--- config.mk ---
export PLATFORM = sky130hd
export DESIGN_NAME = run_event_logger
export DESIGN_NICKNAME = d
export VERILOG_FILES = /design/src/rtl/run_event_logger.sv
export SDC_FILE = /design/constraint.sdc
export NUM_CORES = 1
export LEC_CHECK = 0
export CORE_MARGIN = 4
export CORE_UTILIZATION = 45
export CTS_BUF_LIST = sky130_fd_sc_hd__clkbuf_16
export DETAILED_ROUTE_END_ITERATION = 10
export PLACE_DENSITY_LB_ADDON = 0.2
export SYNTH_ARGS = -nofsm -noshare
export SYNTH_HDL_FRONTEND = slang
export SYNTH_SLANG_ARGS = --single-unit
--- constraint.sdc ---
create_clock -name clk -period 2.4 [get_ports clk]
set_clock_uncertainty 0.1 [all_clocks]
set_input_delay 0.24 -clock clk [delete_from_list [all_inputs] [get_ports clk]]
set_output_delay 0.24 -clock clk [all_outputs]
set_load 0.02 [all_outputs]
--- src/rtl/run_event_logger.sv ---
// Turns each q-high episode into a {type, duration} record queued in a small FIFO.
// Optional RUN_DROP_CNT_EN adds a saturating drop_cnt output.
module run_event_logger #(
  parameter int DUR_W = 8,
  parameter int DEPTH = 4
) (
  input  logic                    clk,
  input  logic                    Reset,
  input  logic                    w,
  input  logic                    q,
  output logic                    ev_valid,
  input  logic                    ev_ready,
  output logic [DUR_W:0]          ev_data,
  output logic [$clog2(DEPTH):0]  ev_level
`ifdef RUN_DROP_CNT_EN
  ,
  output logic [7:0]              drop_cnt
`endif
);

  localparam int AW = $clog2(DEPTH);

  typedef enum logic {
    IDLE = 1'b0,
    RUN  = 1'b1
  } state_t;

  state_t state;
  state_t state_nxt;

  logic             q_d;
  logic             w_d;
  logic             rise;
  logic             fall;
  logic             push;
  logic             pop;
  logic             full;
  logic             wr_en;
  logic             drop;
  logic [DUR_W-1:0] dur;
  logic             run_type;
  logic [DUR_W:0]   mem [DEPTH];
  logic [AW-1:0]    wr_ptr;
  logic [AW-1:0]    rd_ptr;
  logic [AW:0]      level;

  assign rise = q & ~q_d;
  assign fall = ~q & q_d;

  always_ff @(posedge clk) begin
    if (Reset) begin
      state <= IDLE;
    end else begin
      state <= state_nxt;
    end
  end

  // A rise while in RUN cannot come from the detector and is ignored
  always_comb begin
    state_nxt = state;
    unique case (state)
      IDLE: if (rise) state_nxt = RUN;
      RUN:  if (fall) state_nxt = IDLE;
      default: state_nxt = IDLE;
    endcase
  end

  always_comb begin
    push = 1'b0;
    unique case (state)
      IDLE: push = 1'b0;
      RUN:  push = fall;
      default: push = 1'b0;
    endcase
  end

  always_ff @(posedge clk) begin
    if (Reset) begin
      q_d      <= 1'b0;
      w_d      <= 1'b0;
      dur      <= '0;
      run_type <= 1'b0;
    end else begin
      q_d <= q;
      w_d <= w;
      if (state == IDLE && rise) begin
        dur      <= DUR_W'(1);
        run_type <= w_d;
      end else if (state == RUN && q && dur != '1) begin
        dur <= dur + 1'b1;
      end
    end
  end

  assign pop   = ev_valid & ev_ready;
  assign full  = (level == (AW+1)'(DEPTH));
  assign wr_en = push & (~full | pop);
  assign drop  = push & full & ~pop;

  always_ff @(posedge clk) begin
    if (!Reset && wr_en) begin
      mem[wr_ptr] <= {run_type, dur};
    end
  end

  always_ff @(posedge clk) begin
    if (Reset) begin
      wr_ptr <= '0;
      rd_ptr <= '0;
      level  <= '0;
    end else begin
      if (wr_en) wr_ptr <= wr_ptr + 1'b1;
      if (pop)   rd_ptr <= rd_ptr + 1'b1;
      unique case ({wr_en, pop})
        2'b10:   level <= level + 1'b1;
        2'b01:   level <= level - 1'b1;
        default: level <= level;
      endcase
    end
  end

  // Gate the head so an empty FIFO shows zeros rather than stale storage
  assign ev_valid = (level != '0);
  assign ev_data  = ev_valid ? mem[rd_ptr] : '0;
  assign ev_level = level;

`ifdef RUN_DROP_CNT_EN
  always_ff @(posedge clk) begin
    if (Reset) begin
      drop_cnt <= '0;
    end else if (drop && drop_cnt != 8'hFF) begin
      drop_cnt <= drop_cnt + 1'b1;
    end
  end
`else
  logic unused_drop;
  assign unused_drop = drop;
`endif

endmodule

==> impl_summary.txt <==
----------------------------------------------------
[Critical path]
  Slowest library cell on the worst path ... clkdlybuf4s50_1
  Setup slack of the worst register-to-register path ... 0.26 ns
  Ordered list of cells on the worst path ... or3_1 -> buf_4 -> clkdlybuf4s50_1
  Arr. time, crit path ... 1.90 ns
  Crit path to ... ev_valid
  Required time at the worst-slack endpoint ... 2.06 ns
  Reg-to-reg critical path startpoint ... ev_level[2]
  Cell family with most CP delay ... buffers and inverters
  Setup crit end kind ... primary output
  Crit path buf inv count ... 2
  Type of the worst setup path ... reg2out
  Critical path origin ... ev_level[2]
  Crit path max fanout ... 12
  Number of cells traversed by the worst register-to-register path ... 6
  Endpoint of the worst-slack reg-to-reg timing path ... ev_level[2]
  Startpoint Class ... register
  Logic depth of the worst path, buffers included ... 3
  Crit path largest cell delay ... 0.54 ns

[Place]
  Setup Slack @ Placement ... 0.0248 ns
  Half-perimeter wire length after detailed placement ... 3130 um
  Global placer's final weighted congestion ... 0.798
  Port Buf Inserts ... 17

[Layout]
  FILL cells ... 421
  Area taken by multi-input logic gates ... 912 um2
  Final net count ... 219
  Post-Route Utilization ... 58.1%
  Area growth syn-to-layout ... 21.8%
  Register area ... 1500 um2
  Top library cells by usage in the layout, fill and taps aside ... edfxtp_1, dfxtp_1, and2_1
  Leading cell type in the layout, fill and taps excluded ... edfxtp_1
  Diode count ... 0
  Fraction of layout cells with a size suffix above 1 ... 17.8%

[Timing]
  Worst-margin pin slew ... 0.433 ns
  Final setup violation count ... 0
  RSZ-0062 raised after global routing ... no
  Post-route worst hold slack ... 0.368 ns
  Post-route setup slack ... 0.157 ns
  Highest clock rate ... 0.446 GHz
  Post-Route Setup TNS ... 0 ns
  Fin crit share ... 93.4%
  Final hold violations ... 0
  Tightest slew margin relative to the limit ... 71.1%
  Final critical-path required period ... 2.24 ns
  Count of final max-slew check failures ... 0

[Die]
  Die Width ... 82.8 um
  Die area ... 6850 um2
  Vert. Die Dim ... 82.8 um
  Number of rows in the core area ... 26
  Area inside the core boundary ... 5270 um2
  Ports ... 18
  Initial cell density of the core ... 47.7%

[Clock network]
  Latest clock arrival within the worst-skew pair ... 0.32 ns
  Clk slew on worst S/H paths ... 0.05 ns
  Number of buffers on the longest clock path ... 2
  Number of H-tree branching levels ... 3
  Total CTS buffers ... 9
  Number of buffers inserted by hold repair at cts ... 0
  CTS tree ... built
  CTS root buffer ... clkbuf_16
  Clk sink count ... 57

[Drt]
  Final routed wirelength across all metal layers ... 4420 um
  Overall via count from detail_route ... 1492
  Mean routed wirelength per cell ... 15.6 um
  Detailed-route DRC error count ... 0
  Via-to-Cell Ratio ... 5.27
  Post-route antenna net violation count ... 0
  First-pass iteration count of the detailed router ... 4
  DRC violation total after the first TritonRoute iteration ... 75

[Power and ir drop]
  Post-route total power ... 2.29 mW
  Leakage power ... 1.14 nW
  Worst vdd rail ir drop ... 0.000437 V
  Power per unit of standard cell area ... 748 nW/um2

[Synthesis]
  Share of synthesized area occupied by flip-flops and latches ... 59.7%
  Proportion of netlist area held by the largest area contributor ... 43.0%
  Post-Synthesis Mean Instance Area ... 13.9 um2
  Count of distinct cell types in the synthesized netlist ... 44
  Synth Register Bits ... 57
  Cell area after synthesis ... 2510 um2
  Net Count, Synth ... 192
  Largest area contributor in the synthesized netlist ... edfxtp_1
  Post-Syn Instances ... 181
  Yosys warning count ... 0
  Ranking of synthesized cells by area ... edfxtp_1, dfxtp_1, mux4_2

[GRT]
  Pin count of the biggest net entering global routing ... 13
  Via count of the first global-routing pass ... 1498
  Total grt overflow ... 0
  Most used routing layer ... met2
  Met1 layer usage reported by global route ... 17.4%
  Global routing usage summed across all routing layers ... 15.4%
  Routing usage on met3 ... 6.51%
  First-pass GRT wire length ... 7270 um
  Number of antenna violations at the first check in global routing ... 0
  Met2 usage ... 25.2%

[Flow run]
  Number of max-cap violations ... 0

[Min path]
  Type of the most critical hold path ... reg2reg

[Status]
  Status ... finished clean

----------------------------------------------------
cell families (layout without fill, tap and decap cells):
group / count (synthesis) / after routing / synth area share [%]
adders and majority gates: 6 / 6 / 3.28
DFF: 57 / 57 / 59.7
and+or+nand+nor: 61 / 61 / 13.8
buffers and inverters: 18 / 50 / 4.03
xor gates and xnor gates: 6 / 6 / 2.69
muxes: 14 / 14 / 10.0
AOI/OAI and AO/OA: 19 / 19 / 6.42
cells in the mapped netlist, drive strengths merged:
master,number
o2111ai,1
a31oi,7
fa,1
edfxtp,36
nand2,11
a21oi,4
nor3,5
a221oi,2
and2,13
buf,6
inv,9
nand4b,1
o221ai,1
nand3b,1
nand2b,1
and3,2
xor2,2
dfxtp,21
nand4,1
or2,1
o21bai,1
ha,5
nand3,5
nor4bb,1
mux2i,5
o21ai,1
nor4,1
xnor2,4
mux4,9
and2b,1
nor2b,2
or3,3
nor3b,1
nor2,11
clkbuf,3
a21o,1
a311oi,1
flip-flops by register name (all words and copies together) (netlist names), 2 cells and up, named ones only:
register,count
ev_level,3
rd_ptr,2
mem,36
dur,8
wr_ptr,2
worst min path at each step:
stage                      from  endpoint  cells past startpoint
final                       w_d  run_type                      2
after global routing          w       w_d                      2
after CTS                     w       w_d                      2
after detailed placement    w_d  run_type                      2
after global placement      w_d  run_type                      2
after floorplan           Reset       q_d                      1
metal layers:
metal	wire (um)	part of all wire, %	vias up
li1	-	-	720
met1	1840	42	732
met2	2270	51	34
met3	244	5.5	6
met4	68	1.5	0
met5	0	0	-
area by class of cell:
class	count	share of cell area (%)
Clock inverter	7	1.80
Sequential cell	57	49.0
Clock buffer	9	7.35
Tap cell	70	2.86
Multi-Input combinational cell	106	29.8
Timing Repair Buffer	25	8.09
Inverter	9	1.10
worst reg2reg max path, stage by stage (launching register included):
cell and delay (ns):
dfxtp_1 0.50, or3_1 0.21, nand3_1 0.12, fa_1 0.45, or3_1 0.39, a31oi_1 0.18, a21oi_1 0.08
power by group:
group	total [mW]	internal (mW)	leakage (nW)	switching [mW]
clock	1.17	0.780	0.147	0.389
sequential	1.05	1.04	0.504	0.0103
combinational	0.0682	0.0324	0.494	0.0357
total	2.29	1.86	1.14	0.436
per-stage QoR:
step	instances	cell area, um2
6_report	283	3060
5_1_grt	283	3060
4_1_cts	283	3060
3_5_place_dp	267	2790
3_3_place_gp	267	2790
2_1_floorplan	181	2510
timing repair:
item                                    in CTS  in global routing
setup buffers                                0                  0
endpoints found under the setup margin       8                  1
endpoints found under the hold margin        0                  0
gates resized for setup                      8                  1
Note: power is estimated with default switching activity, not from simulation.
